--- src/rtl/uart_alu_ctrl.sv ---
// Sequences three UART bytes (A, B, opcode) into an external ALU and sends the result back.
// An inter-byte timeout abandons partial commands; bytes arriving while a result is in flight are dropped.
module uart_alu_ctrl #(
  parameter int N_BITS_DATA    = 8,
  parameter int N_BITS_OP      = 6,
  parameter int TIMEOUT_CYCLES = 50000000
) (
  input  logic                   clock,
  input  logic                   reset,
  input  logic [N_BITS_DATA-1:0] rx_data_i,
  input  logic                   rx_done_i,
  input  logic                   tx_done_i,
  input  logic [N_BITS_DATA-1:0] alu_result_i,
  output logic [N_BITS_DATA-1:0] alu_a_o,
  output logic [N_BITS_DATA-1:0] alu_b_o,
  output logic [N_BITS_OP-1:0]   alu_op_o,
  output logic                   tx_start_o,
  output logic [N_BITS_DATA-1:0] tx_data_o,
  output logic                   busy_o,
  output logic                   timeout_o
);

  localparam int CNT_W = (TIMEOUT_CYCLES > 2) ? $clog2(TIMEOUT_CYCLES) : 1;
  localparam bit TIMEOUT_EN = (TIMEOUT_CYCLES > 0);
  localparam logic [CNT_W-1:0] CNT_LAST = CNT_W'((TIMEOUT_CYCLES > 0) ? TIMEOUT_CYCLES - 1 : 0);

  typedef enum logic [2:0] {
    IDLE,
    WAIT_B,
    WAIT_OP,
    EXEC,
    WAIT_TX
  } state_t;

  state_t                 state_q, state_d;
  logic [N_BITS_DATA-1:0] a_q, a_d;
  logic [N_BITS_DATA-1:0] b_q, b_d;
  logic [N_BITS_OP-1:0]   op_q, op_d;
  logic [N_BITS_DATA-1:0] tx_data_q, tx_data_d;
  logic                   tx_start_q, tx_start_d;
  logic                   timeout_q, timeout_d;
  logic [CNT_W-1:0]       cnt_q, cnt_d;
  logic                   expire;

  // A byte arriving in the expiry cycle is checked first, so it always beats the timeout.
  assign expire = TIMEOUT_EN && (cnt_q == CNT_LAST);

  always_comb begin
    state_d    = state_q;
    a_d        = a_q;
    b_d        = b_q;
    op_d       = op_q;
    tx_data_d  = tx_data_q;
    tx_start_d = 1'b0;
    timeout_d  = 1'b0;
    cnt_d      = '0;
    case (state_q)
      IDLE: begin
        if (rx_done_i) begin
          a_d     = rx_data_i;
          state_d = WAIT_B;
        end
      end
      WAIT_B: begin
        if (rx_done_i) begin
          b_d     = rx_data_i;
          state_d = WAIT_OP;
        end else if (expire) begin
          timeout_d = 1'b1;
          state_d   = IDLE;
        end else begin
          cnt_d = cnt_q + CNT_W'(1);
        end
      end
      WAIT_OP: begin
        if (rx_done_i) begin
          op_d    = rx_data_i[N_BITS_OP-1:0];
          state_d = EXEC;
        end else if (expire) begin
          timeout_d = 1'b1;
          state_d   = IDLE;
        end else begin
          cnt_d = cnt_q + CNT_W'(1);
        end
      end
      EXEC: begin
        tx_data_d  = alu_result_i;
        tx_start_d = 1'b1;
        state_d    = WAIT_TX;
      end
      WAIT_TX: begin
        if (tx_done_i) begin
          state_d = IDLE;
        end
      end
      default: state_d = IDLE;
    endcase
  end

  always_ff @(posedge clock) begin
    if (reset) begin
      state_q    <= IDLE;
      a_q        <= '0;
      b_q        <= '0;
      op_q       <= '0;
      tx_data_q  <= '0;
      tx_start_q <= 1'b0;
      timeout_q  <= 1'b0;
      cnt_q      <= '0;
    end else begin
      state_q    <= state_d;
      a_q        <= a_d;
      b_q        <= b_d;
      op_q       <= op_d;
      tx_data_q  <= tx_data_d;
      tx_start_q <= tx_start_d;
      timeout_q  <= timeout_d;
      cnt_q      <= cnt_d;
    end
  end

  assign alu_a_o    = a_q;
  assign alu_b_o    = b_q;
  assign alu_op_o   = op_q;
  assign tx_data_o  = tx_data_q;
  assign tx_start_o = tx_start_q;
  assign timeout_o  = timeout_q;
  assign busy_o     = (state_q != IDLE);

endmodule
--- config.mk ---
export PLATFORM = sky130hd
export DESIGN_NAME = uart_alu_ctrl
export DESIGN_NICKNAME = d
export VERILOG_FILES = /design/src/rtl/uart_alu_ctrl.sv
export SDC_FILE = /design/constraint.sdc
export NUM_CORES = 1
export LEC_CHECK = 0
export ABC_AREA = 1
export CORE_MARGIN = 2
export CORE_UTILIZATION = 30
export CTS_BUF_LIST = sky130_fd_sc_hd__clkbuf_2
export CTS_CLUSTER_DIAMETER = 60
export DETAILED_ROUTE_END_ITERATION = 7
export PLACE_DENSITY_LB_ADDON = 0.25
export SLEW_MARGIN = 20
export SYNTH_ARGS = -nofsm -noshare
export SYNTH_HDL_FRONTEND = slang
export SYNTH_SLANG_ARGS = --single-unit
--- constraint.sdc ---
create_clock -name clock -period 1.4 [get_ports clock]
set_input_delay 0.28 -clock clock [delete_from_list [all_inputs] [get_ports clock]]
set_output_delay 0.28 -clock clock [all_outputs]
set_load 0.1 [all_outputs]
==> results of run 1 <==
per-layer routing:
| metal | part of all wire (%) | vias up | global-route usage [%] |
|---|---|---|---|
| li1 | - | 1399 | - |
| met1 | 43 | 1243 | 19.3 |
| met2 | 50 | 71 | 24.3 |
| met3 | 4.8 | 22 | 3.23 |
| met4 | 3.0 | 0 | 7.59 |
| met5 | 0 | - | 0 |
cells by family (layout without fill, tap and decap cells):
kind of cell / after synthesis / count (layout)
DFF: 61 / 61
buffers and inverters: 49 / 154
and+or+nand+nor: 198 / 201
adders and majority gates: 1 / 1
AOI/OAI and AO/OA: 54 / 54
xor gates and xnor gates: 9 / 9
through the flow:
step | TNS (ps) | cells | utilization (%) | cell area [um2] | hold slack (ps)
final | -223 | 588 | 52.3 | 4590 | 383
after global routing | -3180 | 588 | 52.3 | 4590 | 340
after CTS | -486 | 582 | 48.8 | 4270 | 336
after detailed placement | -4080 | 558 | 45.1 | 3950 | 451
after global placement | -3610 | 558 | 45.1 | 3950 | 449
after floorplan | -162 | 372 | - | 2760 | 425
repair_timing:
item                                    4_1_cts  5_1_grt
setup buffers                                 7        5
pin swaps                                    16       16
endpoints found under the setup margin       60       56
cloned                                        2        1
resized for setup                            49       65
state kept, by name, indices dropped and copies added, names as in the netlist:
signal and count:
cnt_q 26, alu_a_o 8, alu_b_o 8, tx_data_o 8
alu_op_o 6, state_q 3, timeout_o 1, tx_start_o 1
layout by cell type, fill, tap and decap left out, types with 15 or more instances in the layout:
cell,instances
inv_1,33
clkdlybuf4s50_1,19
nand3_1,15
buf_4,36
a21oi_1,18
dfxtp_2,45
o21ai_0,23
nor2_1,57
buf_12,36
nand2_1,64
path summary, 6_finish.rpt:
path | from | to | slack (ps) | cells past startpoint
worst min-delay path | alu_result_i[3] | tx_data_o[3]$_SDFFE_PP0P_ | 380 | 3
worst max register to register | cnt_q[0]$_SDFF_PP0_ | cnt_q[18]$_SDFF_PP0_ | -50 | 10
worst min register to register | alu_a_o[1]$_SDFFE_PP0P_ | alu_a_o[1]$_SDFFE_PP0P_ | 480 | 2
worst max-delay path | state_q[0]$_SDFFE_PP0P_ | busy_o | -150 | 4
power by group through the flow:
| stage | Clock, mW | Sequential, mW | Combinational [mW] |
|---|---|---|---|
| global route | 1.45 | 1.88 | 1.09 |
| CTS | 1.36 | 1.87 | 0.988 |
| finish | 1.32 | 1.87 | 1.04 |
| detailed placement | 0 | 1.90 | 0.949 |
| floorplan | 0 | 2.23 | 0.215 |
| global placement | 0 | 1.89 | 0.945 |
worst register-to-register path, cell delays in order, from the launching register on:
cell and delay [ps]:
dfxtp_2 390, ha_4 150, nand2_4 60, nor2_4 110, buf_6 110, inv_4 40
nor2_4 140, nand2_2 90, nor2_2 90, xor2_1 140, nor2_1 60
final cells by class:
class / instances / share of cell area, %
well taps: 108 / 2.95
inverters: 40 / 3.33
multi-input cells: 265 / 35.1
flip-flops and latches: 61 / 28.0
clock buffers: 9 / 0.982
repair buffers: 98 / 27.5
clock inverters: 7 / 2.13
synth_stat cells (2+ instances only):
| cell | number |
|---|---|
| inv_1 | 37 |
| nor3_1 | 6 |
| xor2_1 | 5 |
| a21oi_2 | 8 |
| nand4_1 | 6 |
| dfxtp_1 | 61 |
| xnor2_1 | 4 |
| nor2_2 | 5 |
| nor2_4 | 4 |
| nand3_1 | 21 |
| o21ai_0 | 23 |
| nor3b_1 | 2 |
| nand3_2 | 2 |
| nor2_1 | 69 |
| a21oi_1 | 21 |
| nand2_1 | 69 |
| clkbuf_1 | 6 |
| nand3b_1 | 5 |
| nand2_2 | 4 |
==> impl_metrics.env, run 1 <==
export IMPL_grt_pass1_wl_mm=11.8
export IMPL_p_sw_mw=1.42
export IMPL_finalPower_mw=4.22
export IMPL_setup_viol=3
export IMPL_power_frac_comb_pct=24.6
export IMPL_cts_hold_buf=0
export IMPL_synthSimpleGateAreaFrac_pct=33.2
export IMPL_firstDrtPassIters=4
export IMPL_grt_pass1_vias=2546
export IMPL_yosys_warnings=0
export IMPL_slowest_delay_ps=390
export IMPL_critPathSlowestCell="dfxtp_2"
export IMPL_synth_nets=393
export IMPL_synth_compound_area_share_pct=11.2
export IMPL_critPathKind="reg2out"
export IMPL_cts_made_buffers=9
export IMPL_antenna_found_initial=0
export IMPL_arrival_ps=1270
export IMPL_cts_reportedPaths_clkPinSlew_ps=220
export IMPL_clockRootBuffer="clkbuf_2"
export IMPL_ant_nets=0
export IMPL_wl_mm=7.69
export IMPL_num_io_pins=53
export IMPL_rsz0062_at_grt="yes"
export IMPL_place_congestion=0.814
export IMPL_regArea_um2=1280
export IMPL_detailedPlace_worstSlack_ps=-207
export IMPL_synth_seq_cells=61
export IMPL_period_share_pct=111
export IMPL_worstHoldPathType="in2reg"
export IMPL_vias_per_cell=4.65
export IMPL_p_int_mw=2.80
export IMPL_synthAdderAreaFrac_pct=0.458
export IMPL_die_h_um=99.4
export IMPL_wl_per_cell_um=13.1
export IMPL_clk_latency_ps=510
export IMPL_worst_slew_pin_slew_ps=342
export IMPL_synth_xor_area_share_pct=2.88
export IMPL_core_area_um2=8760
export IMPL_worst_path_buf_inv=3
export IMPL_setup_ws_ps=-154
export IMPL_nFillCells=799
export IMPL_fin_skew_ps=45.7
export IMPL_syn_inst=372
export IMPL_hold_violations=0
export IMPL_fin_nets=496
export IMPL_startpoint_type="flop"
export IMPL_cp_end_kind="output pin"
export IMPL_p_per_area_nw_per_um2=920
export IMPL_synth_area_mux_share_pct=0
export IMPL_ys_top_cells_by_area="dfxtp_1 45%, nand2_1 9.5%, nor2_1 9.5%"
export IMPL_cap_viol_max_count=0
export IMPL_swShare_pct=33.5
export IMPL_period_minus_slack_ps=1550
export IMPL_initial_core_util_pct=31.2
export IMPL_die_x_um=99.4
export IMPL_failed_checks="negative setup slack"
export IMPL_synth_cell_types=33
export IMPL_syn_area_um2=2730
export IMPL_dieArea_um2=9890
export IMPL_rows=34
export IMPL_final_max_slew_viol_count=0
export IMPL_ys_flop_type="dfxtp_1"
export IMPL_avgSynthCellArea_um2=7.35
export IMPL_grtUsageTotal_pct=15.2
export IMPL_synth_top_family_by_area="simple AND/OR/NAND/NOR gates"
export IMPL_grt_ovfl_total=0
export IMPL_io_buffers=52
export IMPL_final_layout_size_suffix_gt1_share_pct=44.4
export IMPL_crit_family="flip-flops"
export IMPL_cts_sinks=61
export IMPL_max_freq_mhz=644
export IMPL_cts_max_level=3
export IMPL_multiInputGateArea_um2=1610
export IMPL_drc_errors=0
export IMPL_crit_chain="inv_2, buf_6, nand2_4, buf_12"
export IMPL_cp_data_required_time_ps=1120
export IMPL_async_flop_share_pct=0
export IMPL_synth_edf_count=0
export IMPL_via_count=2735
export IMPL_p_seq_share_pct=44.2
export IMPL_ir_worst_vdd_v=0.000444
export IMPL_synth_seq_area_share_pct=44.7
export IMPL_post_dp_hpwl_mm=5.34
export IMPL_syn_to_final_growth_pct=67.8
export IMPL_cp_max_fo=4
export IMPL_synth_top_area_share_pct=44.7
export IMPL_drtIter0Drc=102
export IMPL_cts_tree="yes"
export IMPL_cts_buffer_depth=2
export IMPL_yosys_area_top_type="dfxtp_1"
export IMPL_max_slew_margin_pct=77.1
export IMPL_pwr_share_clk_pct=31.2
export IMPL_status="complete, but fails checks"
export IMPL_leakage_nw=1.68
export IMPL_diodes=0
export IMPL_grt_start_max_net_pins=24
(Power assumes the default switching activity.)
==> run 2: changes to the inputs <==
--- a/config.mk
+++ b/config.mk
@@ -6,12 +6,12 @@
 export NUM_CORES = 1
 export LEC_CHECK = 0
 export ABC_AREA = 1
-export CORE_MARGIN = 2
 export CORE_UTILIZATION = 30
 export CTS_BUF_LIST = sky130_fd_sc_hd__clkbuf_2
 export CTS_CLUSTER_DIAMETER = 60
 export DETAILED_ROUTE_END_ITERATION = 7
 export PLACE_DENSITY_LB_ADDON = 0.25
+export SKIP_CTS_REPAIR_TIMING = 1
 export SLEW_MARGIN = 20
 export SYNTH_ARGS = -nofsm -noshare
 export SYNTH_HDL_FRONTEND = slang
==> run 2 against run 1 <==
The flow still finishes with violations (negative setup slack). Highest routed layer unchanged. Total power down 1.9%. Register-to-register slack worse by 30 ps. Sequential share of layout area up 0.99 points.
==> impl_metrics.env, run 2 (same netlist as run 1, synthesis figures left out) <==
export IMPL_r2r_start="cnt_q[0]$_SDFF_PP0_"
export IMPL_grtUsageTotal_pct=14.9
export IMPL_max_slew_margin_pct=75.7
export IMPL_fin_skew_ps=30.0
export IMPL_place_congestion=0.934
export IMPL_design_area_um2=4470
export IMPL_setup_viol=7
export IMPL_hp_start="rx_data_i[6]"
export IMPL_io_buffers=52
export IMPL_initial_core_util_pct=31.2
export IMPL_fin_nets=492
export IMPL_crit_chain="nor2_4, buf_6, nand2_4, buf_12"
export IMPL_layout_commonest_cell="nand2_1"
export IMPL_largest_reg_flops=26
export IMPL_final_cell_count_no_fill=584
export IMPL_worst_r2r_endpoint="cnt_q[18]$_SDFF_PP0_"
export IMPL_critPathKind="reg2out"
export IMPL_diodes=0
export IMPL_setup_ws_ps=-194
export IMPL_drc_errors=0
export IMPL_die_h_um=97.4
export IMPL_die_x_um=97.4
export IMPL_cp_end_kind="output pin"
export IMPL_rows=34
export IMPL_final_layout_size_suffix_gt1_share_pct=42.2
export IMPL_final_max_slew_viol_count=0
export IMPL_period_share_pct=114
export IMPL_rrSetupSlack_ps=-80
export IMPL_cts_buffer_depth=2
export IMPL_placed_area_um2=3970
export IMPL_cts_max_level=3
export IMPL_worst_slew_pin_slew_ps=364
export IMPL_drtIter0Drc=98
export IMPL_period_minus_slack_ps=1590
export IMPL_antenna_found_initial=0
export IMPL_critPathSlowestCell="dfxtp_4"
export IMPL_layout_common_cells="63 x nand2_1, 60 x nor2_1, 45 x dfxtp_2"
export IMPL_core_area_um2=8760
export IMPL_hold_path_depth=3
export IMPL_p_per_area_nw_per_um2=926
export IMPL_grt_pass1_vias=2485
export IMPL_cts_made_buffers=9
export IMPL_ir_worst_vdd_v=0.000571
export IMPL_cts_reportedPaths_clkPinSlew_ps=180
export IMPL_finalSetupTns_ps=-373
export IMPL_hold_violations=0
export IMPL_cp_data_required_time_ps=1120
export IMPL_dp_cells=560
export IMPL_grt_pass1_wl_mm=11.3
export IMPL_detailedPlace_worstSlack_ps=-207
export IMPL_startpoint_type="flop"
export IMPL_failed_checks="negative setup slack"
export IMPL_leakage_nw=1.62
export IMPL_cts_tree="yes"
export IMPL_status="complete, but fails checks"
export IMPL_max_freq_mhz=627
export IMPL_clockRootBuffer="clkbuf_2"
export IMPL_ff2ff_path_depth=10
export IMPL_clk_latency_ps=500
export IMPL_cts_sinks=61
export IMPL_slowest_delay_ps=410
export IMPL_vias_per_cell=4.67
export IMPL_cap_viol_max_count=0
export IMPL_multiInputGateArea_um2=1550
export IMPL_syn_to_final_growth_pct=63.5
export IMPL_min_to="alu_b_o[6]$_SDFFE_PP0P_"
export IMPL_grt_start_max_net_pins=27
export IMPL_via_count=2730
export IMPL_wl_mm=7.55
export IMPL_rsz0062_at_grt="yes"
export IMPL_wl_per_cell_um=12.9
export IMPL_firstDrtPassIters=4
export IMPL_ant_nets=0
export IMPL_num_io_pins=53
export IMPL_cp_max_fo=6
export IMPL_regArea_um2=1300
export IMPL_dieArea_um2=9490
export IMPL_hold_ws_ps=397
export IMPL_arrival_ps=1310
export IMPL_post_dp_hpwl_mm=5.30
export IMPL_worstHoldPathType="in2reg"
export IMPL_nFillCells=834
export IMPL_grt_ovfl_total=0
export IMPL_largest_register="cnt_q"
-- run 2: how the worst max path moves through the flow --
stage                                       to  depth (start not counted)  slack [ps]               startpoint
after floorplan           cnt_q[12]$_SDFF_PP0_                          9         -20      cnt_q[1]$_SDFF_PP0_
after global placement     cnt_q[2]$_SDFF_PP0_                          6        -150                    reset
after detailed placement   cnt_q[2]$_SDFF_PP0_                          6        -210                    reset
after CTS                               busy_o                          4        -350  state_q[1]$_SDFFE_PP0P_
after global routing                    busy_o                          4        -270  state_q[1]$_SDFFE_PP0P_
final                                   busy_o                          4        -190  state_q[1]$_SDFFE_PP0P_
-- run 2: cell type report --
type | count | share of cell area (%)
Timing Repair Buffer | 94 | 26.9
Sequential cell | 61 | 29.0
Clock buffer | 10 | 1.12
Clock inverter | 6 | 1.96
Inverter | 40 | 3.42
Tap cell | 108 | 3.02
Multi-Input combinational cell | 265 | 34.6
-- run 2: power by group --
| part | switching [mW] | internal, mW | total (mW) |
|---|---|---|---|
| clock network | 0.691 | 0.593 | 1.28 |
| logic | 0.621 | 0.371 | 0.992 |
| registers | 0.0624 | 1.80 | 1.86 |
-- run 2: stage by stage --
stage | util, % | total power, mW
floorplan | - | 2.45
global placement | 45.3 | 2.83
detailed placement | 45.3 | 2.84
CTS | 46.8 | 4.11
global route | 51.0 | 4.29
finish | 51.0 | 4.14
-- run 2: per-layer routing --
metal  vias to the layer above  global-route usage, %  wire [um]
met5                         -                      0          0
met3                        15                   3.02        263
met1                      1248                   18.7       3430
met2                        65                   24.4       3700
met4                         0                   7.35        164
li1                       1402                      -          -
-- run 2: critical path, delay by kind of cell, from the launching register on --
kind                   cells  cell delay (ps)
DFF                        1              410
and+or+nand+nor            2              150
buffers and inverters      2              270
==> run 3: changes to the inputs <==
--- a/config.mk
+++ b/config.mk
@@ -7,7 +7,6 @@
 export LEC_CHECK = 0
 export ABC_AREA = 1
 export CORE_UTILIZATION = 30
-export CTS_BUF_LIST = sky130_fd_sc_hd__clkbuf_2
 export CTS_CLUSTER_DIAMETER = 60
 export DETAILED_ROUTE_END_ITERATION = 7
 export PLACE_DENSITY_LB_ADDON = 0.25
==> run 3 against run 2 <==
The run still ends with negative setup slack left. Clock power increased by 33%. Clock-buffer cell count unchanged. Non-clock buffer count decreased by 4. Critical endpoint is now cnt_q[18]$_SDFF_PP0_.
==> impl_metrics.env, run 3 (same netlist as run 1, synthesis figures left out) <==
export IMPL_firstDrtPassIters=4
export IMPL_via_count=2607
export IMPL_grt_start_max_net_pins=27
export IMPL_clk_latency_ps=340
export IMPL_io_buffers=52
export IMPL_crit_family="simple AND/OR/NAND/NOR gates"
export IMPL_cts_sinks=61
export IMPL_max_slew_margin_pct=75.7
export IMPL_critPathMostFrequentCell="nor2_4"
export IMPL_max_freq_mhz=696
export IMPL_grt_ovfl_total=0
export IMPL_grt_pass1_wl_mm=11.3
export IMPL_crit_chain="ha_4, nand2_4, nor2_4, buf_6, inv_4, nor2_4, nand2_2, nor2_2, xor2_1, nor2_1"
export IMPL_diodes=0
export IMPL_critPathKind="reg2reg"
export IMPL_cp_num_cells=10
export IMPL_detailedPlace_worstSlack_ps=-207
export IMPL_fin_nets=485
export IMPL_drc_errors=0
export IMPL_layout_common_cells="67 x nand2_1, 60 x nor2_1, 51 x dfxtp_1"
export IMPL_dieArea_um2=9490
export IMPL_drtIter0Drc=97
export IMPL_ant_nets=0
export IMPL_hold_path_depth=2
export IMPL_setup_viol=4
export IMPL_post_dp_hpwl_mm=5.30
export IMPL_layout_commonest_cell="nand2_1"
export IMPL_initial_core_util_pct=31.2
export IMPL_cts_reportedPaths_clkPinSlew_ps=70
export IMPL_cp_max_fo=3
export IMPL_wl_mm=7.03
export IMPL_cp_data_required_time_ps=1620
export IMPL_nFillCells=850
export IMPL_clockRootBuffer="clkbuf_8"
export IMPL_final_layout_size_suffix_gt1_share_pct=31.1
export IMPL_period_share_pct=103
export IMPL_grtUsageTotal_pct=14.9
export IMPL_largest_reg_flops=26
export IMPL_cts_made_buffers=9
export IMPL_rsz0062_at_grt="yes"
export IMPL_fin_skew_ps=8.88
export IMPL_worst_slew_pin_slew_ps=363
export IMPL_cts_max_level=3
export IMPL_rows=34
export IMPL_final_max_slew_viol_count=0
export IMPL_cts_tree="yes"
export IMPL_worstHoldPathType="reg2reg"
export IMPL_leakage_nw=1.57
export IMPL_design_area_um2=4320
export IMPL_ir_worst_vdd_v=0.000574
export IMPL_die_h_um=97.4
export IMPL_grt_pass1_vias=2494
export IMPL_cap_viol_max_count=0
export IMPL_syn_to_final_growth_pct=58.0
export IMPL_place_congestion=0.934
export IMPL_failed_checks="negative setup slack"
export IMPL_startpoint_type="flop"
export IMPL_hold_violations=0
export IMPL_num_io_pins=53
export IMPL_cp_end_kind="flop"
export IMPL_die_x_um=97.4
export IMPL_vias_per_cell=4.52
export IMPL_largest_register="cnt_q"
export IMPL_ff2ff_path_depth=10
export IMPL_core_area_um2=8760
export IMPL_critPathSlowestCell="dfxtp_2"
export IMPL_setup_ws_ps=-36.1
export IMPL_slowest_delay_ps=350
export IMPL_antenna_found_initial=0
export IMPL_worst_path_buf_inv=2
export IMPL_finalPower_mw=4.51
export IMPL_cts_buffer_depth=2
export IMPL_wl_per_cell_um=12.2
export IMPL_finalSetupTns_ps=-86.1
export IMPL_placed_area_um2=3970
export IMPL_hold_ws_ps=466
export IMPL_arrival_ps=1660
export IMPL_period_minus_slack_ps=1440
export IMPL_status="complete, but fails checks"
export IMPL_p_per_area_nw_per_um2=1040
-- run 3: cell count changes in the layout (fill, tap and decap cells not counted), sizes merged --
| cell | before | now |
|---|---|---|
| nand2 | 77 | 74 |
| buf | 75 | 71 |
-- run 3: worst min-delay path, stage by stage (launching register included) --
cell and delay [ps]:
dfxtp_1 310, nand2_1 60, a21oi_1 50
-- run 3: metrics by stage --
stage / instances / util [%]
5_1_grt: 577 / 49.3
2_1_floorplan: 372 / -
3_3_place_gp: 560 / 45.3
3_5_place_dp: 560 / 45.3
6_report: 577 / 49.3
4_1_cts: 576 / 47.7
-- run 3: power breakdown --
group | leakage [nW] | switching, mW | internal [mW]
Clock | 0.0985 | 0.697 | 0.999
Combinational | 0.974 | 0.604 | 0.351
Sequential | 0.499 | 0.0640 | 1.80
-- run 3: worst paths after layout --
| check | startpoint | to | slack [ps] |
|---|---|---|---|
| max | cnt_q[0]$_SDFF_PP0_ | cnt_q[18]$_SDFF_PP0_ | -40 |
| min reg2reg | cnt_q[25]$_SDFF_PP0_ | cnt_q[25]$_SDFF_PP0_ | 470 |
| max reg2reg | cnt_q[0]$_SDFF_PP0_ | cnt_q[18]$_SDFF_PP0_ | -40 |
| min | cnt_q[25]$_SDFF_PP0_ | cnt_q[25]$_SDFF_PP0_ | 470 |
-- run 3: per-layer routing --
metal	track usage (%)	wire length, um	up-vias	share of wire [%]
li1	-	-	1377	-
met1	18.7	3300	1173	47
met2	24.5	3350	46	48
met3	3.02	263	11	3.7
met4	7.01	113	0	1.6
met5	0	0	-	0
-- run 3: cell type report --
class	count	area (um2)	area share (%)
flip-flops and latches	61	1240	28.6
multi-input cells	262	1430	33.1
well taps	108	135	3.13
inverters	40	153	3.54
repair buffers	90	1150	26.7
clock buffers	10	128	2.96
clock inverters	6	87.6	2.03
